### src/rtl/serial_addsub_pkg.sv
// Shared types and constants for the bit-serial add/sub sequencer.
package serial_addsub_pkg;

  typedef enum logic [1:0] {
    IDLE = 2'd0,
    RUN  = 2'd1,
    DONE = 2'd2
  } state_t;

  localparam logic MODE_ADD = 1'b0;
  localparam logic MODE_SUB = 1'b1;

endpackage

### src/rtl/bit_full_cell.sv
// 1-bit full adder: two half-adder stages with the stage carries ORed.
module bit_full_cell (
  input  logic a,
  input  logic b,
  input  logic cin,
  output logic s,
  output logic cout
);

  logic w_p;
  logic w_g0;
  logic w_g1;

  assign w_p  = a ^ b;
  assign w_g0 = a & b;
  assign s    = w_p ^ cin;
  assign w_g1 = w_p & cin;
  assign cout = w_g0 | w_g1;

endmodule

### src/rtl/serial_addsub_ctrl.sv
// Bit-serial W-bit adder/subtractor sequencer, LSB first over W cycles.
// Optional out_ovf signed-overflow output enabled by SERIAL_ADDSUB_OVF_EN.
module serial_addsub_ctrl
  import serial_addsub_pkg::*;
#(
  parameter int W     = 8,
  parameter int CNT_W = $clog2(W)
) (
  input  logic         clk,
  input  logic         rst_n,
  input  logic         in_valid,
  output logic         in_ready,
  input  logic [W-1:0] in_a,
  input  logic [W-1:0] in_b,
  input  logic         in_sub,
  output logic         out_valid,
  input  logic         out_ready,
  output logic [W-1:0] out_sum,
  output logic         out_cout
`ifdef SERIAL_ADDSUB_OVF_EN
 ,output logic         out_ovf
`endif
);

  state_t           r_state;
  state_t           w_next;
  logic [W-1:0]     r_a;
  logic [W-1:0]     r_b;
  logic [W-1:0]     r_sum;
  logic [CNT_W-1:0] r_cnt;
  logic             r_carry;
  logic             r_mode;
  logic             r_cout;
  logic             w_s;
  logic             w_cout;
  logic             w_accept;
  logic             w_last;

  bit_full_cell u_cell (
    .a    (r_a[0]),
    .b    (r_b[0]),
    .cin  (r_carry),
    .s    (w_s),
    .cout (w_cout)
  );

  assign w_accept  = in_valid & in_ready;
  assign w_last    = (r_cnt == CNT_W'(W - 1));
  assign out_sum   = r_sum;
  assign out_cout  = r_cout;

  always_ff @(posedge clk or negedge rst_n) begin
    if (!rst_n) r_state <= IDLE;
    else        r_state <= w_next;
  end

  always_comb begin
    w_next    = r_state;
    in_ready  = 1'b0;
    out_valid = 1'b0;
    case (r_state)
      IDLE: begin
        in_ready = 1'b1;
        if (in_valid) w_next = RUN;
      end
      RUN: begin
        if (w_last) w_next = DONE;
      end
      DONE: begin
        out_valid = 1'b1;
        if (out_ready) w_next = IDLE;
      end
      default: w_next = IDLE;
    endcase
  end

  // The sum bits are shifted into the vacated MSBs of the A register; the
  // visible result register is written only once, on the final RUN cycle,
  // so out_sum never shows partial results.
  always_ff @(posedge clk or negedge rst_n) begin
    if (!rst_n) begin
      r_a     <= '0;
      r_b     <= '0;
      r_sum   <= '0;
      r_cnt   <= '0;
      r_carry <= 1'b0;
      r_mode  <= MODE_ADD;
      r_cout  <= 1'b0;
    end else if (w_accept) begin
      r_a     <= in_a;
      r_b     <= (in_sub == MODE_SUB) ? ~in_b : in_b;
      r_carry <= in_sub;
      r_mode  <= in_sub;
      r_cnt   <= '0;
    end else if (r_state == RUN) begin
      r_a     <= {w_s, r_a[W-1:1]};
      r_b     <= {1'b0, r_b[W-1:1]};
      r_carry <= w_cout;
      if (w_last) begin
        r_sum  <= {w_s, r_a[W-1:1]};
        r_cout <= (r_mode == MODE_ADD) ? w_cout : ~w_cout;
      end else begin
        r_cnt  <= r_cnt + 1'b1;
      end
    end
  end

`ifdef SERIAL_ADDSUB_OVF_EN
  logic r_ovf;

  // On the MSB cycle r_carry is the carry into the MSB and w_cout the carry out.
  always_ff @(posedge clk or negedge rst_n) begin
    if (!rst_n)                        r_ovf <= 1'b0;
    else if (r_state == RUN && w_last) r_ovf <= r_carry ^ w_cout;
  end

  assign out_ovf = r_ovf;
`endif

endmodule

### config.mk
export PLATFORM = sky130hd
export DESIGN_NAME = serial_addsub_ctrl
export DESIGN_NICKNAME = d
export VERILOG_FILES = /design/src/rtl/serial_addsub_pkg.sv /design/src/rtl/bit_full_cell.sv /design/src/rtl/serial_addsub_ctrl.sv
export SDC_FILE = /design/constraint.sdc
export NUM_CORES = 1
export LEC_CHECK = 0
export BUFFER_PORTS_ARGS = -buffer_cell sky130_fd_sc_hd__buf_2
export CORE_MARGIN = 2
export CORE_UTILIZATION = 25
export DETAILED_ROUTE_END_ITERATION = 10
export GPL_TIMING_DRIVEN = 0
export PLACE_DENSITY = 0.48
export SYNTH_ARGS = -nofsm -noshare
export SYNTH_HDL_FRONTEND = slang
export SYNTH_SLANG_ARGS = --single-unit
### constraint.sdc
create_clock -name clk -period 2.05 [get_ports clk]
set_input_delay 0.205 -clock clk [delete_from_list [all_inputs] [get_ports clk]]
set_output_delay 0.205 -clock clk [all_outputs]
set_load 0.02 [all_outputs]
After elaboration in Yosys (flattened, before gate mapping) --
Index checks and enable logic that the tools add are counted.
Storage, ports and cells: register bits after elaboration 32, bits of input ports 21, output and inout port bits 11, logic and storage cells 47
Cells by class: add/sub/neg operators 1, eq/ne operators 7, mux-type cells 17, bitwise logic cells 9, reduce and logical (&&, ||, !) cells 5
Operators by type and width (number):
- 2-to-1 mux 8 bit | 5
- 2-to-1 mux 3 bit | 3
- != test 2 bit, second input constant | 4
- inverter 8 bit | 1
- 2-to-1 mux 2 bit | 3
- one-hot mux 2 bit (3 select lines) | 1
- AND reduction 3 bit | 2
- 2-to-1 mux 1 bit | 5
- adder 3 x 1 -> 3 bit, second input constant | 1
- AND 1 bit | 3
- == test 3 bit, second input constant | 1
- == test 2 x 1 -> 1 bit, second input constant | 1
- == test 2 bit, second input constant | 1
- zero test 2 bit | 1
- inverter 1 bit | 2
- AND reduction 2 bit | 1
- nonzero test 2 bit | 1
- XOR 1 bit | 2
- bitwise OR 1 bit | 1

Longest topological paths before layout --
Gate-level depths: netlist of run 1.
depth in word-level cells 5, gate-level depth with buffers 6

By module --
Synthesis of run 1 repeated with hierarchy kept, for this count alone.
Unflattened totals: cell total of the unflattened synthesis 127, area, all modules 1478.9 um2
By module, submodules not included:
- serial_addsub_ctrl | times used 1, cells each 126, area an instance 1458.9 um2, sequential area each 800.8 um2
- bit_full_cell | times used 1, cells each 1, area an instance 20.0 um2, sequential area each 0.0 um2

Worst setup path before layout of run 1 --
No wires, ideal clock.
kind register to register, from register r_cnt[0], to register r_sum[0], in the netlist out_sum[0], arrival time 1.335 ns, required time 1.925 ns, slack 0.590 ns, cell stages (with the launch flop) 6, path buffers 1, clock period less this slack 1.460 ns, cells stage by stage dfrtp_1 ha_1 ha_1 nand3b_1 buf_4 mux2_2
On the way: word-level cells in the longest chain between the ends 2
Ends and longest elaborated chain:
- from (decl) | line serial_addsub_ctrl.sv:30 | logic [CNT_W-1:0] r_cnt;
- from (signal assigned) | line serial_addsub_ctrl.sv:103 | r_cnt <= r_cnt + 1'b1;
- == test 3 bit | line serial_addsub_ctrl.sv:48 | assign w_last = (r_cnt == CNT_W'(W - 1));
- AND reduction 3 bit (no source line)
- to (signal assigned) | line serial_addsub_ctrl.sv:100 | r_sum <= {w_s, r_a[W-1:1]};
- to (decl) | line serial_addsub_ctrl.sv:29 | logic [W-1:0] r_sum;
Every way passes these cells. A chain may end at the register's enable or synchronous reset.

Worst setup path in the final report of run 1 --
from register r_cnt[0], to register r_sum[2], in the netlist out_sum[2]
Same word-level chain as after synthesis.

==> results of run 1 <==
where the power goes:
| group | internal [mW] | switching, mW |
|---|---|---|
| Sequential | 0.928 | 0.177 |
| Combinational | 0.520 | 0.615 |
| Clock | 0.299 | 0.215 |
cell families (layout without fill, tap and decap cells):
| family | Yosys count | count (layout) | share of synthesized area, % |
|---|---|---|---|
| compound gates | 22 | 22 | 10.0 |
| xor+xnor | 9 | 9 | 5.36 |
| fa+ha+maj | 3 | 3 | 3.06 |
| buf+inv | 10 | 47 | 4.08 |
| flops | 32 | 32 | 54.4 |
| mux | 16 | 16 | 11.7 |
| simple gates | 35 | 35 | 11.3 |
path summary, 6_finish.rpt:
check	start	end	cells after the start
max in group asynchronous	rst_n	r_b[2]	1
hold reg to reg	r_b[6]	r_b[6]	2
setup reg to reg	r_cnt[0]	out_sum[2]	5
hold / removal	rst_n	out_sum[0]	1
min in group clk	out_ready	r_state[1]	2
setup / recovery	r_cnt[0]	out_sum[2]	5
cell usage after synthesis (all sizes together), types with 2 or more instances:
cell type,instances,share of area (%)
a22o,2,1.2
nand2,28,7.1
a22oi,10,5.1
o21ai,8,2.7
ha,2,1.7
nor3b,2,2.1
dfrtp,32,54
xor2,8,4.8
nor2,2,0.68
mux2,10,7.7
buf,6,3.0
inv,3,0.77
mux2i,6,4.1
per-stage QoR:
step	power (mW)	utilization, %
after floorplan	1.93	-
after global placement	2.23	30.5
after detailed placement	2.28	30.5
after CTS	2.81	32.2
after global routing	2.99	32.2
final	2.75	32.2
layer usage:
layer	routed length (um)	vias up
met5	0	-
met4	68	0
met3	158	5
met2	1460	27
met1	1470	482
li1	-	503
registers in the layout, indices dropped and copies added, names as in the netlist:
signal    count
r_mode        1
r_cnt         3
r_carry       1
r_a           8
r_b           8
out_cout      1
r_state       2
out_sum       8
worst max-delay path, delay by kind of cell, from the launching register on:
family	cells	cell delay [ns]
AND/OR/NAND/NOR	1	0.12
buffers and inverters	1	0.21
multiplexers	1	0.35
adder cells (fa/ha/maj)	2	0.40
flip-flops	1	0.39
layout make-up:
type                       count  share of cell area (%)
multi-input combinational     85                    33.8
inverter                       3                   0.623
buffer                         7                    2.70
timing repair buffer          30                    8.30
clock buffer                   7                    5.33
sequential                    32                    44.3
tap                           72                    4.98
==> impl_table.tex, run 1 <==
\begin{tabular}{lr}
\hline
Metric & Value \\
\hline
\multicolumn{2}{l}{\textbf{Status}} \\
\quad Status & finished with violations \\
\quad Violated checks & negative hold slack \\
\multicolumn{2}{l}{\textbf{Clocking}} \\
\quad Gates resized, CTS repair & 0 \\
\quad Clock root buffer & sky130\_fd\_sc\_hd\_\_clkbuf\_8 \\
\quad Buffers inserted during post-CTS setup optimization & 0 \\
\quad Clock-pin slew on the worst setup and hold paths & approximately 0.06 ns \\
\quad Clk Latency, worst-skew pair & 0.28 ns \\
\quad TritonCTS clock tree & built \\
\quad H-tree depth reported by CTS & 2 \\
\quad Maximum buffer depth of the clock tree & 2 \\
\quad Number of buffers created by CTS & 5 \\
\quad Number of clock sinks seen by CTS & 32 \\
\quad Number of hold buffers added after CTS & 0 \\
\multicolumn{2}{l}{\textbf{Drt}} \\
\quad Via count & between 1k and 1.5k \\
\quad Iter 0 DRT Violations & 47 \\
\quad Via-per-instance ratio & about 4.3 \\
\quad Routed wire length & between 3000 and 4000 um \\
\quad DR pass1 iterations & 4 \\
\quad Routed length per placed instance & roughly 13 um \\
\quad Post-route ant nets & 0 \\
\quad Residual DRC count & 0 \\
\multicolumn{2}{l}{\textbf{Cells and area}} \\
\quad Post-route cell area & 1810 um\^{}2 \\
\quad Post-route insts no fill & approximately 240 \\
\quad Area used by multi-input combinational logic & just over 600 um\^{}2 \\
\quad Proportion of layout cells with a drive suffix above 1 & 34.8\% \\
\quad Antenna cells & 0 \\
\quad Area taken by flip-flops and latches & approximately 800 um\^{}2 \\
\quad Final-stage net count & $\sim$190 \\
\quad Fill cell instance count of the final layout & between 600 and 700 \\
\quad Relative area change from synthesis to final layout & 22.9\% \\
\quad Most frequent cells in the layout & sky130\_fd\_sc\_hd\_\_buf\_2, sky130\_fd\_sc\_hd\_\_dfrtp\_1, sky130\_fd\_sc\_hd\_\_nand2\_1, sky130\_fd\_sc\_hd\_\_mux2\_2, sky130\_fd\_sc\_hd\_\_a22oi\_1 \\
\multicolumn{2}{l}{\textbf{Worst setup path}} \\
\quad Most numerous cell on the critical path & sky130\_fd\_sc\_hd\_\_ha\_1 \\
\quad Worst setup EP type & flop \\
\quad Cell-by-cell listing of the critical path & ha\_1, ha\_1, nand3b\_1, buf\_4, mux2\_2 \\
\quad WP data required & 2.22 ns \\
\quad Worst EP arrival & between 1.5 and 2 ns \\
\quad Stage delay of the slowest cell on the critical path & roughly 0.39 ns \\
\quad Class of the most critical setup path & flop to flop \\
\quad Slowest cell on crit path & sky130\_fd\_sc\_hd\_\_dfrtp\_1 \\
\quad Critical-path maximum fanout & 10 \\
\quad Nature of the critical path startpoint & flop \\
\quad Setup slack on the worst flop-to-flop path & 0.47 ns \\
\multicolumn{2}{l}{\textbf{Global route}} \\
\quad Met2 Track Usage GR & 18.3\% \\
\quad Number of antenna violations at the first check in global routing & 0 \\
\quad Busiest layer in global routing & met2 \\
\quad Aggregate global routing overflow & 0 \\
\quad Largest net degree at the start of global routing & 33 \\
\quad Grt met1 use & 14.1\% \\
\quad Global-route wire length before repair & $\sim$5400 um \\
\quad Met3 Use GR & slightly above 3\% \\
\quad Vias in the first global route & roughly 1.1k \\
\quad All-layer global routing usage & between 10\% and 20\% \\
\multicolumn{2}{l}{\textbf{Timing}} \\
\quad Post-Route Hold Slack & -0.0218 ns \\
\quad Max-slew violation total from the final report & 0 \\
\quad Unrepaired setup endpoints after global routing & false \\
\quad Upper clock frequency limit & 631 MHz \\
\quad Tcrit/Tclk final & between 70 and 80\% \\
\quad Max-Slew Margin vs Limit & a little under half \\
\quad Final setup violation count & 0 \\
\quad Worst clock skew on the final layout & roughly 0.0032 ns \\
\quad Worst-margin pin slew & 0.809 ns \\
\quad Sum of negative setup slack & 0 ns \\
\quad Worst setup margin & roughly 0.47 ns \\
\quad Endpoints failing hold & 32 \\
\quad Clock period minus final worst setup slack & about 1.6 ns \\
\multicolumn{2}{l}{\textbf{Place}} \\
\quad Cell count after placement & 229 \\
\quad Worst setup timing slack at the placement stage & around 0.45 ns \\
\quad Final GP Congestion & 0.700 \\
\quad Cell area reported after detailed placement & 1710 um\^{}2 \\
\quad \# port buffers & 30 \\
\quad Placed wire-length estimate after detailed placement & 2260 um \\
\multicolumn{2}{l}{\textbf{Floorplanning}} \\
\quad \# IOs & 32 \\
\quad Standard-cell rows & 27 \\
\quad Effective utilization at floorplan & between 20\% and 30\% \\
\quad Core region area & about 5600 um\^{}2 \\
\quad Die outline height & 80.7 um \\
\quad Area enclosed by the die boundary & approximately 6500 um\^{}2 \\
\quad Die width & 80.7 um \\
\multicolumn{2}{l}{\textbf{Synthesis}} \\
\quad Top\_reg\_cell synth & sky130\_fd\_sc\_hd\_\_dfrtp\_1 \\
\quad Syn Area/Cell & about 12 um\^{}2 \\
\quad Yosys reg bits & 32 \\
\quad FFs w/ async S/R, synth & 100\% \\
\quad Part of the Yosys area used for sequential elements & a little over half \\
\quad Total nets after synthesis & $\sim$150 \\
\quad Post-synth EDFFs & 0 \\
\quad Cell area after synthesis & $\sim$1500 um\^{}2 \\
\quad Synth unique cells & 25 \\
\quad Number of standard cells after synthesis & 127 \\
\quad Yosys warning count & 0 \\
\multicolumn{2}{l}{\textbf{Power}} \\
\quad Leakage power of the design & 0.911 nW \\
\quad Peak supply drop & approximately 460 uV \\
\quad Power density normalized to cell area & between 1500 and 2000 nW/um\^{}2 \\
\multicolumn{2}{l}{\textbf{Worst hold path}} \\
\quad Worst hold path class & input pin to asynchronous set/reset pin \\
\multicolumn{2}{l}{\textbf{Flow run}} \\
\quad Max Cap Viol & 0 \\
\hline
\end{tabular}
Note: power is estimated with default switching activity, not from simulation.
==> run 2, diff against run 1 <==
- ABC_AREA: default -> 1
- PLACE_DENSITY: 0.48 -> 0.49
- clock period: 2.05 -> 1.32 ns (I/O delays scaled with it)
==> run 2 against run 1 <==
  * Largest power group unchanged
  * Critical path type unchanged
  * Wire length increased by 7.8%
  * Via count rose by 27%
  * Setup slack lost 0.41 ns
  * Hold slack improved by 0.058 ns
  * The run now ends clean
  * Register-to-register slack worse by 0.41 ns
  * Clock power up 52%
  * Largest cell class unchanged
==> impl_table.tex, run 2 <==
\begin{tabular}{lr}
\hline
Metric & Value \\
\hline
\multicolumn{2}{l}{\textbf{Worst hold path}} \\
\quad Hold\_sp & out\_ready \\
\quad WHS Path Cells & 2 \\
\quad Worst hold path class & input pin to flop \\
\quad Worst min-delay path endpoint & r\_state[1] \\
\multicolumn{2}{l}{\textbf{Global route}} \\
\quad Largest net degree at the start of global routing & 33 \\
\quad Global-route wire length before repair & between 6000 and 7000 um \\
\quad Met2 Track Usage GR & between 10\% and 20\% \\
\quad Grt met1 use & about 14\% \\
\quad Met3 Use GR & between 1.5 and 2\% \\
\quad Vias in the first global route & about 1.3k \\
\quad Busiest layer in global routing & met2 \\
\quad Number of antenna violations at the first check in global routing & 0 \\
\quad Aggregate global routing overflow & 0 \\
\quad All-layer global routing usage & about 11\% \\
\multicolumn{2}{l}{\textbf{Place}} \\
\quad Cell area reported after detailed placement & about 1800 um\^{}2 \\
\quad \# port buffers & 30 \\
\quad Placed wire-length estimate after detailed placement & about 2500 um \\
\quad Cell count after placement & 301 \\
\quad Final GP Congestion & about 0.72 \\
\multicolumn{2}{l}{\textbf{Drt}} \\
\quad Iter 0 DRT Violations & 53 \\
\quad Routed wire length & $\sim$3400 um \\
\quad Via-per-instance ratio & roughly 4.2 \\
\quad Residual DRC count & 0 \\
\quad Post-route ant nets & 0 \\
\quad Via count & about 1.3k \\
\quad Routed length per placed instance & about 11 um \\
\quad DR pass1 iterations & 4 \\
\multicolumn{2}{l}{\textbf{Synthesis}} \\
\quad Cell area after synthesis & 1580 um\^{}2 \\
\quad Post-synth EDFFs & 0 \\
\quad Most frequent cell after synthesis & sky130\_fd\_sc\_hd\_\_nand2\_1 \\
\quad Number of standard cells after synthesis & between 150 and 200 \\
\quad Proportion of netlist area held by the largest area contributor & 50.6\% \\
\quad Top cells by area in the synthesized netlist & sky130\_fd\_sc\_hd\_\_dfrtp\_1, sky130\_fd\_sc\_hd\_\_nand2\_1, sky130\_fd\_sc\_hd\_\_nand3\_1 \\
\quad Synth cell count leaders & sky130\_fd\_sc\_hd\_\_nand2\_1, sky130\_fd\_sc\_hd\_\_dfrtp\_1, sky130\_fd\_sc\_hd\_\_nand3\_1 \\
\quad Part of the Yosys area used for sequential elements & between 50 and 60\% \\
\quad Synth unique cells & 19 \\
\quad Syn Area/Cell & around 8.1 um\^{}2 \\
\quad Top\_reg\_cell synth & sky130\_fd\_sc\_hd\_\_dfrtp\_1 \\
\quad FFs w/ async S/R, synth & 100\% \\
\quad Total nets after synthesis & 220 \\
\quad Yosys reg bits & 32 \\
\quad Post-synth top area cell & sky130\_fd\_sc\_hd\_\_dfrtp\_1 \\
\quad Yosys warning count & 0 \\
\multicolumn{2}{l}{\textbf{Timing}} \\
\quad Worst-margin pin slew & roughly 0.73 ns \\
\quad Worst clock skew on the final layout & 0.00782 ns \\
\quad Tcrit/Tclk final & between 90 and 100\% \\
\quad Max-slew violation total from the final report & 0 \\
\quad Final setup violation count & 0 \\
\quad Endpoints failing hold & 0 \\
\quad Post-Route Hold Slack & about 0.036 ns \\
\quad Clock period minus final worst setup slack & between 1 and 1.5 ns \\
\quad Max-Slew Margin vs Limit & 51.1\% \\
\quad Sum of negative setup slack & 0 ns \\
\quad Upper clock frequency limit & slightly below 800 MHz \\
\quad Unrepaired setup endpoints after global routing & false \\
\multicolumn{2}{l}{\textbf{Clocking}} \\
\quad TritonCTS clock tree & built \\
\quad Clock-pin slew on the worst setup and hold paths & about 0.060 ns \\
\quad Number of clock sinks seen by CTS & 32 \\
\quad Clock root buffer & sky130\_fd\_sc\_hd\_\_clkbuf\_8 \\
\quad H-tree depth reported by CTS & 2 \\
\quad Maximum buffer depth of the clock tree & 2 \\
\quad Clk Latency, worst-skew pair & 0.28 ns \\
\quad Number of buffers created by CTS & 5 \\
\multicolumn{2}{l}{\textbf{Worst setup path}} \\
\quad Class of the most critical setup path & flop to flop \\
\quad Worst EP arrival & $\sim$1.4 ns \\
\quad Worst setup EP type & flop \\
\quad Nature of the critical path startpoint & flop \\
\quad WP data required & $\sim$1.5 ns \\
\quad Reg2reg start & r\_carry \\
\quad Critical-path maximum fanout & 2 \\
\quad Capturing point of the worst reg2reg path & out\_cout \\
\quad Setup slack on the worst flop-to-flop path & roughly 0.058 ns \\
\quad Depth of the worst register-to-register path & 3 \\
\multicolumn{2}{l}{\textbf{Floorplanning}} \\
\quad Core region area & approximately 6000 um\^{}2 \\
\quad Die width & 83.5 um \\
\quad Standard-cell rows & 28 \\
\quad Area enclosed by the die boundary & $\sim$7000 um\^{}2 \\
\quad \# IOs & 32 \\
\quad Effective utilization at floorplan & about a quarter \\
\quad Die outline height & between 80 and 90 um \\
\multicolumn{2}{l}{\textbf{Cells and area}} \\
\quad Most common cell after layout, fill and taps aside & sky130\_fd\_sc\_hd\_\_nand2\_1 \\
\quad Post-route insts no fill & approximately 310 \\
\quad Post-route cell area & 1960 um\^{}2 \\
\quad Proportion of layout cells with a drive suffix above 1 & approximately a quarter \\
\quad Area used by multi-input combinational logic & 672 um\^{}2 \\
\quad Area taken by flip-flops and latches & around 800 um\^{}2 \\
\quad Relative area change from synthesis to final layout & 23.7\% \\
\quad Antenna cells & 0 \\
\quad Fill cell instance count of the final layout & 687 \\
\quad Final-stage net count & 259 \\
\quad Most frequent cells in the layout & sky130\_fd\_sc\_hd\_\_nand2\_1, sky130\_fd\_sc\_hd\_\_buf\_2, sky130\_fd\_sc\_hd\_\_dfrtp\_1, sky130\_fd\_sc\_hd\_\_nand3\_1, sky130\_fd\_sc\_hd\_\_inv\_1 \\
\multicolumn{2}{l}{\textbf{Power}} \\
\quad Power after layout & 4.42 mW \\
\quad Leakage power of the design & about 1.1 nW \\
\quad Peak supply drop & around 630 uV \\
\quad Power density normalized to cell area & approximately 2300 nW/um\^{}2 \\
\multicolumn{2}{l}{\textbf{Status}} \\
\quad Status & finished clean \\
\multicolumn{2}{l}{\textbf{Flow run}} \\
\quad Max Cap Viol & 0 \\
\hline
\end{tabular}
==> run 2: cell count changes in the layout (fill, tap and decap cells not counted), sizes merged, moves of 2 or more <==
cell / previous run / this run
nand2: 28 / 112
mux2: 10 / 0
nor3b: 2 / 0
buf: 36 / 38
o21ai: 8 / 6
xor2: 8 / 1
mux2i: 6 / 0
nand3: 0 / 17
a22oi: 10 / 0
inv: 3 / 12
a22o: 2 / 0
==> run 2: per-layer routing <==
layer  up-vias  wire length, um
li1        679                -
met4         0               19
met2        22             1660
met1       591             1590
met5         -                0
met3         2              121
==> run 2: worst max-delay path, stage by stage (launching register included) <==
cell and delay (ns):
sky130_fd_sc_hd__dfrtp_1 0.40, sky130_fd_sc_hd__fa_1 0.46, sky130_fd_sc_hd__xnor2_1 0.22, sky130_fd_sc_hd__o21ai_1 0.08
==> run 2: cells by family (layout without fill, tap and decap cells) <==
| family | Yosys count | in the layout | share of synthesized area (%) |
|---|---|---|---|
| compound gates | 7 | 7 | 3.09 |
| xor+xnor | 3 | 3 | 1.66 |
| fa+ha+maj | 3 | 3 | 2.85 |
| buf+inv | 19 | 59 | 7.20 |
| flops | 32 | 32 | 50.6 |
| simple gates | 132 | 132 | 34.6 |
==> run 2: where the power goes <==
group	internal, mW	switching (mW)
combinational	0.803	1.13
sequential	1.43	0.274
clock	0.423	0.357
==> run 2: layout make-up <==
type,instances,share of cell area [%]
clock inverter,1,0.384
multi-input combinational,145,34.4
timing repair buffer,32,9.21
clock buffer,7,4.41
sequential,32,41.0
inverter,12,2.30
tap,75,4.80
buffer,7,3.52
==> run 2: what timing repair did <==
| item | in CTS | in global routing |
|---|---|---|
| hold buffers | 1 | 0 |
| gates resized for setup | 1 | 3 |
| endpoints found under the hold margin | 32 | 0 |
| endpoints found under the setup margin | 1 | 7 |
| pin swaps | 0 | 1 |
| setup buffers | 0 | 1 |
==> run 2: how the worst max path moves through the flow <==
stage,start,endpoint,cells past startpoint,slack (ns)
2_1_floorplan,r_cnt[0],r_cnt[0],6,0.1
3_3_place_gp,r_cnt[0],r_cnt[0],6,0.008
3_5_place_dp,r_cnt[0],r_cnt[0],6,0.02
4_1_cts,r_cnt[0],r_cnt[0],6,0.03
5_1_grt,r_carry,out_cout,3,0.01
6_report,r_carry,out_cout,3,0.06
==> run 2: stage by stage <==
stage | setup slack [ns] | util [%]
floorplan | 0.0992 | -
global placement | 0.00765 | 30.3
detailed placement | 0.0169 | 30.3
CTS | 0.0251 | 32.1
global route | 0.00993 | 32.5
finish | 0.0584 | 32.5
